### config.mk
export PLATFORM = sky130hd
export DESIGN_NAME = denoise_frame_ctrl
export DESIGN_NICKNAME = d
export VERILOG_FILES = /design/src/rtl/denoise_frame_ctrl.sv
export SDC_FILE = /design/constraint.sdc
export NUM_CORES = 1
export LEC_CHECK = 0
export CAP_MARGIN = 20
export CORE_MARGIN = 4
export CORE_UTILIZATION = 50
export DETAILED_ROUTE_END_ITERATION = 10
export PLACE_DENSITY = 0.77
export SYNTH_ARGS = -nofsm -noshare
export SYNTH_HDL_FRONTEND = slang
export SYNTH_SLANG_ARGS = --single-unit
export TNS_END_PERCENT = 1
### constraint.sdc
create_clock -name clk -period 3.2 [get_ports clk]
set_input_delay 0.64 -clock clk [delete_from_list [all_inputs] [get_ports clk]]
set_output_delay 0.64 -clock clk [all_outputs]
set_load 0.02 [all_outputs]
### src/rtl/denoise_frame_ctrl.sv
// denoise_frame_ctrl: frame-level controller for the 5x5 denoise kernel.
// Double-buffers kernel config so changes land only on a vsync boundary, accumulates a
// bounding box and mask-pixel count per frame, and publishes per-frame results.
// Optional feature macro: AUTO_THRESH_EN (auto-adjust threshold from the frame pixel count).
module denoise_frame_ctrl #(
    parameter int unsigned COORD_W    = 13,
    parameter int unsigned CNT_W      = 20,
    parameter int unsigned MIN_PIXELS = 16,
    parameter int unsigned HI_PIXELS  = 20000,
    parameter int unsigned DEF_THRESH = 13,
    parameter int unsigned MAX_THRESH = 25
) (
    input  logic               clk,
    input  logic               rstn,
    input  logic               vs_ni,
    input  logic               valid_i,
    input  logic               out_img_i,
    input  logic [COORD_W-1:0] row_i,
    input  logic [COORD_W-1:0] col_i,
    input  logic               cfg_wr,
    input  logic [4:0]         cfg_threshold,
    input  logic               cfg_filter_en,
    input  logic               cfg_rect_en,
    output logic [4:0]         threshold_o,
    output logic               filter_en_o,
    output logic               rect_en_o,
    output logic [COORD_W-1:0] top_o,
    output logic [COORD_W-1:0] bot_o,
    output logic [COORD_W-1:0] left_o,
    output logic [COORD_W-1:0] right_o,
    output logic               box_valid_o,
    output logic [CNT_W-1:0]   pix_count_o,
    output logic               frame_done_o,
    output logic [15:0]        frame_cnt_o
);

    typedef enum logic [1:0] {StWait, StSync, StActive, StCommit} state_e;

    state_e             state;
    logic               vs_q;
    logic               boundary;
    logic               pix_hit;
    logic               box_ok;
    logic [4:0]         sh_thresh;
    logic               sh_filter;
    logic               sh_rect;
    logic               pending;
    logic [CNT_W-1:0]   count;
    logic [COORD_W-1:0] min_row;
    logic [COORD_W-1:0] max_row;
    logic [COORD_W-1:0] min_col;
    logic [COORD_W-1:0] max_col;
    logic [4:0]         auto_thresh;

    // Boundary detection, accumulate qualifier and box-valid decision.
    always_comb begin
        boundary = vs_q & ~vs_ni;
        pix_hit  = (state == StActive) & valid_i & out_img_i & rect_en_o & ~boundary;
        box_ok   = (count >= CNT_W'(MIN_PIXELS));
    end

`ifdef AUTO_THRESH_EN
    // Threshold to use at a commit with no pending config: nudge toward a sane pixel count.
    always_comb begin
        auto_thresh = threshold_o;
        if (count > CNT_W'(HI_PIXELS)) begin
            if (threshold_o < 5'(MAX_THRESH)) auto_thresh = threshold_o + 5'd1;
        end else if (count < CNT_W'(MIN_PIXELS)) begin
            if (threshold_o != 5'd0) auto_thresh = threshold_o - 5'd1;
        end
    end
`else
    // Without auto-adjust the threshold simply holds across commits.
    always_comb begin
        auto_thresh = threshold_o;
    end

    logic unused_auto_params;
    assign unused_auto_params = (HI_PIXELS > MAX_THRESH);
`endif

    // Frame FSM with registered outputs, config shadowing and box/count accumulation.
    always_ff @(posedge clk) begin
        if (!rstn) begin
            state        <= StWait;
            vs_q         <= 1'b1;
            sh_thresh    <= 5'(DEF_THRESH);
            sh_filter    <= 1'b0;
            sh_rect      <= 1'b0;
            pending      <= 1'b0;
            count        <= '0;
            min_row      <= '1;
            max_row      <= '0;
            min_col      <= '1;
            max_col      <= '0;
            threshold_o  <= 5'(DEF_THRESH);
            filter_en_o  <= 1'b0;
            rect_en_o    <= 1'b0;
            top_o        <= '0;
            bot_o        <= '0;
            left_o       <= '0;
            right_o      <= '0;
            box_valid_o  <= 1'b0;
            pix_count_o  <= '0;
            frame_done_o <= 1'b0;
            frame_cnt_o  <= '0;
        end else begin
            vs_q         <= vs_ni;
            frame_done_o <= 1'b0;
            case (state)
                StWait: begin
                    // First boundary only aligns us; the partial frame before it is dropped.
                    if (boundary) begin
                        if (pending) begin
                            threshold_o <= sh_thresh;
                            filter_en_o <= sh_filter;
                            rect_en_o   <= sh_rect;
                        end
                        pending <= 1'b0;
                        count   <= '0;
                        min_row <= '1;
                        max_row <= '0;
                        min_col <= '1;
                        max_col <= '0;
                        state   <= StSync;
                    end
                end
                StSync: begin
                    if (vs_ni) state <= StActive;
                end
                StActive: begin
                    if (boundary) begin
                        pix_count_o  <= count;
                        box_valid_o  <= box_ok;
                        if (box_ok) begin
                            top_o   <= min_row;
                            bot_o   <= max_row;
                            left_o  <= min_col;
                            right_o <= max_col;
                        end
                        frame_cnt_o  <= frame_cnt_o + 16'd1;
                        frame_done_o <= 1'b1;
                        if (pending) begin
                            threshold_o <= sh_thresh;
                            filter_en_o <= sh_filter;
                            rect_en_o   <= sh_rect;
                        end else begin
                            threshold_o <= auto_thresh;
                        end
                        pending <= 1'b0;
                        count   <= '0;
                        min_row <= '1;
                        max_row <= '0;
                        min_col <= '1;
                        max_col <= '0;
                        state   <= StCommit;
                    end else if (pix_hit) begin
                        if (count != '1) count <= count + CNT_W'(1);
                        if (row_i < min_row) min_row <= row_i;
                        if (row_i > max_row) max_row <= row_i;
                        if (col_i < min_col) min_col <= col_i;
                        if (col_i > max_col) max_col <= col_i;
                    end
                end
                StCommit: begin
                    state <= StSync;
                end
                default: begin
                    state <= StWait;
                end
            endcase
            // Placed after the boundary logic so a write in the edge cycle stays pending.
            if (cfg_wr) begin
                sh_thresh <= cfg_threshold;
                sh_filter <= cfg_filter_en;
                sh_rect   <= cfg_rect_en;
                pending   <= 1'b1;
            end
        end
    end

endmodule
==> flow_metrics.py <==
metrics = {
    "floorplanning": {
        "dieArea_mm2": 0.01896,
        "die_y_um": 137.7,
        "num_rows": 47,
        "core_area_mm2": 0.01652,
        "start_util": 0.5089,
        "dieWidth_um": 137.7,
        "pin_count": 136,
    },
    "global_routing": {
        "busiest_layer": "met2",
        "antenna_found_initial": 0,
        "grt_pass1_vias": 6366,
        "grt_max_degree": 111,
        "grt.overflow.total": 0,
        "track_usage": 0.2049,
        "grtUsageMet2": 0.3330,
        "use_met3": 0.05405,
        "grt_pass1_wl_mm": 31.13,
        "grtUsageMet1": 0.2693,
    },
    "synth": {
        "synth_fp_nets": 1018,
        "async_reset_ff_frac": 0,
        "synth_common_cells": "dfxtp_1, nand2_1, mux2i_1, inv_1, nor2_1",
        "ys_ff_latch": 180,
        "synth_edf_count": 0,
        "yosysWarnings": 0,
        "netlist_top_cells_area": "dfxtp_1, mux2i_1, ha_1",
        "synth_seq_area_share": 0.4285,
        "synth_cell_type_count": 54,
        "avgSynthCellArea_um2": 9.111,
        "yosysMostFrequentCell": "dfxtp_1",
        "synth_area_mm2": 0.008409,
        "netlist_instances": 923,
        "synth_top_area_cell": "dfxtp_1",
        "synth-main-ff-cell": "dfxtp_1",
        "synth_top_area_frac": 0.4285,
    },
    "cts": {
        "clock_sinks": 180,
        "cts_htree_levels": 4,
        "clk_path_buf_depth": 2,
        "ctsRootBufferMaster": "clkbuf_16",
        "cts_resized": 0,
        "cts_tree": "yes",
        "path_clk_slew_ns": 0.06,
        "insertion_delay_ns": 0.43,
        "holdBufCountCts": 0,
        "cts_setup_buffers": 0,
        "numCtsBuffers": 17,
    },
    "critical_path": {
        "cp-start-kind": "input pin",
        "r2r-start": "state[0]",
        "reg2reg_to": "max_row[9]",
        "worstPathMaxFanout": 9,
        "end_kind": "flip-flop",
        "r2r_cells": 7,
        "cp.arrival_ns": 3.00,
        "cpPeakStageDelay_ns": 0.55,
        "critPathKind": "input pin to flip-flop",
        "path_buf_inv": 2,
        "r2r_setup_slack_ns": 0.67,
        "cp_cell_sequence": "clkdlybuf4s50_1, ha_1, nand4_1, nor3_1, or4_1, o31ai_1, buf_4, a22o_1",
        "crit_required_ns": 3.56,
        "critical_path_depth": 8,
        "cp_top_family": "simple AND/OR/NAND/NOR gates",
        "critPathSlowestCell": "or4_1",
        "critPathLaunch": "row_i[9]",
    },
    "sta": {
        "rsz0062_at_grt": "no",
        "fin_skew_ns": 0.01198,
        "setup_tns_ns": 0,
        "hold_viol": 0,
        "period_minus_slack_ns": 2.637,
        "fmax_mhz": 379.2,
        "final-max-slew-violation-count": 0,
        "worst_pin_slew_ns": 0.9091,
        "maxSlewHeadroom": 0.3939,
        "fin_crit_sh": 0.8240,
        "final-setup-viol-count": 0,
    },
    "route": {
        "drtPass1Iterations": 4,
        "drc": 0,
        "viasPerCell": 5.260,
        "vias": 6765,
        "ant_nets": 0,
        "route.detailed.wl_per_inst_um": 14.85,
        "route.final.wire_length_mm": 19.09,
        "drt_iter0_markers": 399,
    },
    "power": {
        "swShare": 0.2376,
        "power_frac_comb": 0.118,
        "power.switching_w": 0.001248,
        "p_seq_frac": 0.440,
        "total_power_w": 0.005255,
        "powerDensity_mw_per_mm2": 492.3,
        "leakagePower_nw": 4.694,
        "peakVddDrop_mv": 0.3777,
        "p_int_w": 0.004006,
        "clkPwrFrac": 0.442,
    },
    "cells_and_area": {
        "final_cell_area_mm2": 0.01067,
        "drive_above_1_share": 0.05258,
        "syn_to_final_growth_pct": 26.93,
        "stdcell_count": 1286,
        "fin_nets": 1147,
        "fillers": 1374,
    },
    "place": {
        "placed_cell_area_mm2": 0.01001,
        "detailed_place_hpwl_mm": 13.63,
        "port_buffers": 135,
        "place_inst": 1253,
        "place_congestion": 0.8597,
    },
    "min_path": {
        "hold_path_depth": 2,
        "hold_end": "pix_count_o[11]",
        "hold_path_startpoint": "pix_count_o[11]",
        "hold_path_class": "flip-flop to flip-flop",
    },
    "job": {
        "drv_cap": 0,
    },
    "run_status": {
        "status": "complete, no violations",
    },
}
-- worst register-to-register path: stages, from the launching register on --
cell and delay [ns]:
dfxtp_1 0.35, inv_1 0.07, ha_1 0.28, nor2_1 0.49
a2bb2oi_1 0.51, nor3_1 0.15, o21a_1 0.30, a22o_1 0.26
-- kinds of logic (layout without fill, tap and decap cells) --
kind of cell,after synthesis,after routing,synth area share
AND/OR/NAND/NOR,325,325,0.1955
multiplexers,88,88,0.1047
flip-flops,180,180,0.4285
XOR/XNOR,13,13,0.01354
adder cells (fa/ha/maj),56,56,0.08332
other,0,1,0
buffers and inverters,116,258,0.05416
AO/OA/AOI/OAI,145,145,0.1202
-- placed cells by master, fill, tap and decap left out, types with 3 or more instances in the layout --
cell	netlist	routed
buf_4	0	18
clkbuf_16	0	17
a21boi_0	28	28
and2_1	14	14
a22o_1	13	13
nor2_1	66	66
o21ai_0	13	13
o41ai_1	3	3
clkdlybuf4s50_1	0	134
nand2b_1	6	6
o21a_1	3	3
o21ai_1	4	3
o31ai_1	14	14
inv_1	72	72
nand3_1	26	26
a31oi_1	3	3
nand2_1	94	93
nor2b_1	62	62
and3_1	5	5
nor3_1	4	4
nand4_1	15	15
a21oi_1	34	34
and4_1	4	4
o32ai_1	13	13
bufinv_16	0	6
mux2i_1	88	88
clkbuf_1	30	5
dfxtp_1	180	180
xnor2_1	11	11
or4_1	13	13
nor4_1	5	5
ha_1	56	56
-- registers in the layout, indices dropped and copies added, names as in the netlist, 2 cells and up --
register	cells
bot_o	13
count	20
frame_cnt_o	16
left_o	13
max_col	13
max_row	13
min_col	13
min_row	13
pix_count_o	20
right_o	13
sh_thresh	5
state	2
threshold_o	5
top_o	13
-- metrics by stage --
stage	utilization	setup WS [ns]	hold WS, ns
after floorplan	-	0.7542	0.4412
after global placement	0.6060	0.2690	0.4529
after detailed placement	0.6060	0.1830	0.4580
after CTS	0.6458	0.5946	0.4673
after global routing	0.6458	0.4633	0.4811
final	0.6459	0.5632	0.4642
-- power groups by stage --
stage,logic [W],registers (W),clock network (W)
2_1_floorplan,0.000371,0.00236,0
3_3_place_gp,0.000605,0.00236,0
3_5_place_dp,0.000616,0.00236,0
4_1_cts,0.000622,0.00231,0.00237
5_1_grt,0.000694,0.00232,0.00246
6_report,0.000619,0.00231,0.00232
-- cell type report --
class,instances,area [um2],share of cell area
sequential,180,3603,0.3376
clock inverter,9,198.9,0.01864
multi-input combinational,627,4364,0.4089
timing repair buffer,154,1501,0.1407
inverter,72,270.3,0.02532
clock buffer,23,457.9,0.04290
antenna,1,2.502,0.0002344
tap,220,275.3,0.02579
-- worst max path at each step --
stage | end | slack, ns
2_1_floorplan | max_row[10] | 0.75
3_3_place_gp | max_row[6] | 0.27
3_5_place_dp | max_row[12] | 0.18
4_1_cts | max_row[9] | 0.59
5_1_grt | max_col[4] | 0.46
6_report | max_row[9] | 0.56
-- per-layer routing --
metal / up-vias / wire, um
met3: 9 / 1191
met2: 138 / 8957
met4: 0 / 133
met1: 3167 / 8810
met5: - / 0
li1: 3451 / -
Note: power is estimated with default switching activity, not from simulation.
==> edit 1: new RTL, same settings <==
`CNT_W`: 20 -> 24.
--- a/src/rtl/denoise_frame_ctrl.sv
+++ b/src/rtl/denoise_frame_ctrl.sv
@@ -5,5 +5,5 @@
 module denoise_frame_ctrl #(
     parameter int unsigned COORD_W    = 13,
-    parameter int unsigned CNT_W      = 20,
+    parameter int unsigned CNT_W      = 24,
     parameter int unsigned MIN_PIXELS = 16,
     parameter int unsigned HI_PIXELS  = 20000,
Ports: changed (resized pix_count_o); port bits go from 136 to 140. No check against the original RTL was run, so the function may have changed too.
==> edit 1 against the original RTL <==
  * Fmax up 4.7%
  * Total power increased by 3.2%
  * Routed wire length is 28% higher
  * Worst setup slack better by 0.12 ns
  * Synthesized area up 7.7%
  * Sequential cell count up 8
  * Sequential power up 5%
  * Cell area is 6.8% higher
  * Largest cell class unchanged
  * Highest routed layer unchanged
==> edit 1: results (changes against the original RTL) <==
| Metric | Value |
|---|---|
| Port buffer count | 139 (was 135) |
| Routability congestion estimate | 0.8910 (was 0.8597) |
| NetSw | 1.449 mW (was 1.248 mW) |
| Worst reg2reg path endpoint | frame_cnt_o[15] (was max_row[9]) |
| Status | completed (unchanged) |
| Worst Skew | 0.01195 ns (was 0.01198 ns) |
| Nets | 1241 (was 1147) |
| Gate Count Post-Synth | 1019 (was 923) |
| P_leak | 4.611 nW (was 4.694 nW) |
| GRT Total Usage | 23.87% (was 20.49%) |
| Hold Crit Start | sh_filter (was pix_count_o[11]) |
| Vias in the first global route | 7785 (was 6366) |
| Sequential power | 2.42 mW (was 2.31 mW) |
| Least-Margin Pin Slew | 0.6050 ns (was 0.9091 ns) |
| Metal2 WL | 10.98 mm (was 8.957 mm) |
| Crit path max fanout | 13 (was 9) |
| WL met3 | 2.003 mm (was 1.191 mm) |
| Drt total wl | 24.38 mm (was 19.09 mm) |
| DRT Pass-1 Iters | 5 (was 4) |
| Switching share of power | 26.73% (was 23.76%) |
| Layout cells sized above 1 | 7.958% (was 5.258%) |
| Synth unique cells | 57 (was 54) |
| Met1 usage | 32.08% (was 26.93%) |
| Top cells by count, synth | dfxtp_1 (188), nand2_1 (101), a21oi_1 (89), nor2_1 (78), inv_1 (63) (was dfxtp_1 (180), nand2_1 (94), mux2i_1 (88), inv_1 (72), nor2_1 (66)) |
| GR Util met3 | 5.511% (was 5.405%) |
| First-pass GRT wire length | 39.81 mm (was 31.13 mm) |
| Largest net degree at the start of global routing | 133 (was 111) |
| Reg2reg setup slack | 0.71 ns (was 0.67 ns) |
| Sequential-to-total area share from yosys stat | 41.55% (was 42.85%) |
| Synth area leaders | dfxtp_1 (42%), ha_1 (7.7%), mux2i_1 (6.6%) (was dfxtp_1 (43%), mux2i_1 (10%), ha_1 (8.3%)) |
| Placed Area | 10780 um2 (was 10010 um2) |
| Initial drt markers | 646 (was 399) |
## edit 1: cell count changes after synthesis, sizes merged, moves of 13 or more
cell     before  now
o2111ai       0   27
a21oi        34   98
nor2b        62    3
o22a          0   26
a22o         13    0
a211oi        1   16
a21boi       28    2
a32oi         0   13
o32ai        13    0
mux2i        88   60
clkbuf       31   55
a22oi         0   13
## edit 1: worst max-delay path by stage
stage          startpoint          end  slack, ns  depth (start not counted)
2_1_floorplan   col_i[12]   max_col[0]       0.83                          8
3_3_place_gp        vs_ni   min_col[1]       0.26                          7
3_5_place_dp        vs_ni   min_col[0]       0.26                          7
4_1_cts             vs_ni   min_col[0]       0.66                          7
5_1_grt          row_i[4]  max_row[10]       0.51                          7
6_report         col_i[8]   min_col[7]       0.68                          7
## edit 1: final cells by class
type,count,area (um2)
Antenna cell,1,2.502
Clock buffer,19,452.9
Clock inverter,10,165.2
Fill cell,1473,6132
Inverter,64,242.7
Multi-Input combinational cell,699,4777
Sequential cell,188,3764
Tap cell,225,281.5
Timing Repair Buffer,176,1719
## edit 1: logic make-up (layout without fill, tap and decap cells)
group / after synthesis / count (layout) / share of synthesized area (%)
adders and majority gates: 56 / 56 / 7.736
and+or+nand+nor: 304 / 304 / 16.60
AOI/OAI and AO/OA: 266 / 266 / 20.39
DFF: 188 / 188 / 41.55
buffers and inverters: 132 / 269 / 5.830
xor gates and xnor gates: 13 / 13 / 1.257
other: 0 / 1 / 0
muxes: 60 / 60 / 6.631
## edit 1: critical path, stage by stage
cell and delay [ns]:
clkdlybuf4s50_1 0.54, ha_1 0.39, a21oi_1 0.16, o21ai_0 0.09, a221oi_1 0.41, o221a_2 0.48
o22a_1 0.18
==> edit 2: new RTL, same settings <==
Made on the original files. Put one more register stage on the output `frame_cnt_o`. The value now appears one clock later. The other outputs are not delayed to match.
--- a/src/rtl/denoise_frame_ctrl.sv
+++ b/src/rtl/denoise_frame_ctrl.sv
@@ -36,4 +36,6 @@
 
     typedef enum logic [1:0] {StWait, StSync, StActive, StCommit} state_e;
+
+    logic [15:0] frame_cnt_s0;
 
     state_e             state;
@@ -104,5 +106,5 @@
             pix_count_o  <= '0;
             frame_done_o <= 1'b0;
-            frame_cnt_o  <= '0;
+            frame_cnt_s0 <= '0;
         end else begin
             vs_q         <= vs_ni;
@@ -139,5 +141,5 @@
                             right_o <= max_col;
                         end
-                        frame_cnt_o  <= frame_cnt_o + 16'd1;
+                        frame_cnt_s0 <= frame_cnt_s0 + 16'd1;
                         frame_done_o <= 1'b1;
                         if (pending) begin
@@ -180,3 +182,7 @@
     end
 
+    always_ff @(posedge clk) begin
+        frame_cnt_o <= frame_cnt_s0;
+    end
+
 endmodule
Function: changed (a bounded check fails within 4 cycles, from zero or initial values and one cycle with rstn low).
==> edit 2 against the original RTL <==
  * Cell area is 1.4% lower
  * Final cell count is 1.2% lower
  * Synthesized area is 0.83% lower
  * Sequential cell count is 16 higher
  * Global-route usage is 0.19 points lower
  * Worst setup slack worse by 0.20 ns
  * Routed wire length is 3.0% lower
  * Sequential share of layout area is 3.5 points higher
  * Total power is 2.0% lower
  * Largest cell class unchanged
  * Largest power group is now sequential cells
  * Highest routed layer unchanged
==> edit 2: results (changes against the original RTL) <==
| Metric | Value |
|---|---|
| VDD IR max | 0.3897 mV (was 0.3777 mV) |
| Hold Crit Start | frame_cnt_s0[15] (was pix_count_o[11]) |
| R2r startpoint | max_row[2] (was state[0]) |
| Biggest regs | count: 20 flops, pix_count_o: 20 flops (was count: 20 flops, pix_count_o: 20 flops, frame_cnt_o: 16 flops) |
| Worst Skew | 0.01107 ns (was 0.01198 ns) |
| GR Util met3 | 4.191% (was 5.405%) |
| Mean routed wirelength per cell | 14.59 um (was 14.85 um) |
| P_leak | 4.189 nW (was 4.694 nW) |
| Hold endpoint | frame_cnt_o[15] (was pix_count_o[11]) |
| Layout cells sized above 1 | 5.598% (was 5.258%) |
| Status | completed (unchanged) |
| Worst reg2reg path endpoint | max_row[12] (was max_row[9]) |
| Critical-path top delay cell | a2111oi_0 (was or4_1) |
| HPWL Detailed | 13.01 mm (was 13.63 mm) |
| Worst path max stage delay | 0.61 ns (was 0.55 ns) |
| Syn Nets | 1007 (was 1018) |
| Crit path max fanout | 8 (was 9) |
| Gate Count Post-Synth | 912 (was 923) |
| GRT Total Usage | 20.30% (was 20.49%) |
| Routability congestion estimate | 0.8627 (was 0.8597) |
| Synth unique cells | 49 (was 54) |
| Initial drt markers | 378 (was 399) |
| Nets | 1136 (was 1147) |
| Met2 usage | 30.84% (was 33.30%) |
| Antenna cells | 0 (was 1) |
| DRT Pass-1 Iters | 5 (was 4) |
| Sequential-to-total area share from yosys stat | 47.05% (was 42.85%) |
| First-pass GRT wire length | 30.91 mm (was 31.13 mm) |
| Pre-CTS setup slack | -0.01013 ns (was 0.1830 ns) |
| WHS Path Cells | 0 (was 2) |
| Clk slew on worst S/H paths | ~0.07 ns |
| Vias in the first global route | 6386 (was 6366) |
| Top cells by count, synth | dfxtp_1 (196), nand2_1 (88), nor2_1 (78), a21oi_1 (73), nor2b_1 (64) (was dfxtp_1 (180), nand2_1 (94), mux2i_1 (88), inv_1 (72), nor2_1 (66)) |
| Synth area leaders | dfxtp_1 (47%), ha_1 (8.4%), nor2b_1 (4.8%) (was dfxtp_1 (43%), mux2i_1 (10%), ha_1 (8.3%)) |
| Largest net degree at the start of global routing | 102 (was 111) |
-- edit 2: how the worst max path moves through the flow --
stage,start,endpoint,slack (ns),cells after the start
detailed placement,row_i[2],max_row[12],-0.01,8
global route,row_i[2],max_row[12],0.06,8
finish,row_i[2],max_row[12],0.36,8
global placement,row_i[2],max_row[5],0.07,8
CTS,row_i[2],max_row[12],0.42,8
floorplan,row_i[2],max_row[10],0.74,7
-- edit 2: worst reg2reg max path, stage by stage (launching register included) --
cell and delay, ns:
dfxtp_1 0.33, inv_1 0.06, ha_1 0.29, a211oi_1 0.25, o221ai_1 0.17, a2111oi_0 0.61
a211oi_1 0.30, buf_4 0.24, a22o_1 0.17
-- edit 2: where the power goes --
group	internal (mW)	leakage (nW)	switching, mW
registers	2.48	1.58	0.0275
logic	0.210	2.32	0.309
clock network	1.20	0.288	0.924
-- edit 2: kinds of logic (layout without fill, tap and decap cells) --
family	after synthesis	in the layout	synth area share, %
AOI/OAI and AO/OA	197	197	16.01
and+or+nand+nor	315	315	18.89
adders and majority gates	56	56	8.402
buffers and inverters	104	246	4.756
xor gates and xnor gates	26	26	2.731
DFF	196	196	47.05
muxes	18	18	2.161
-- edit 2: per-stage QoR --
| step | hold slack [ns] | TNS [ns] |
|---|---|---|
| finish | 0.3763 | 0 |
| global route | 0.3867 | 0 |
| CTS | 0.3819 | 0 |
| detailed placement | 0.3724 | -0.05971 |
| global placement | 0.3588 | 0 |
| floorplan | 0.3501 | 0 |
-- edit 2: final cells by class --
class,count,area [um2]
clock buffers,21,460.4
clock inverters,11,126.4
fillers,1326,5589
inverters,62,232.7
multi-input cells,612,4026
flip-flops and latches,196,3924
well taps,216,270.3
repair buffers,152,1486
-- edit 2: routing by layer --
layer / routed length (um) / vias up
li1: - / 3384
met1: 9173 / 3058
met2: 8227 / 140
met3: 851 / 21
met4: 276 / 0
met5: 0 / -
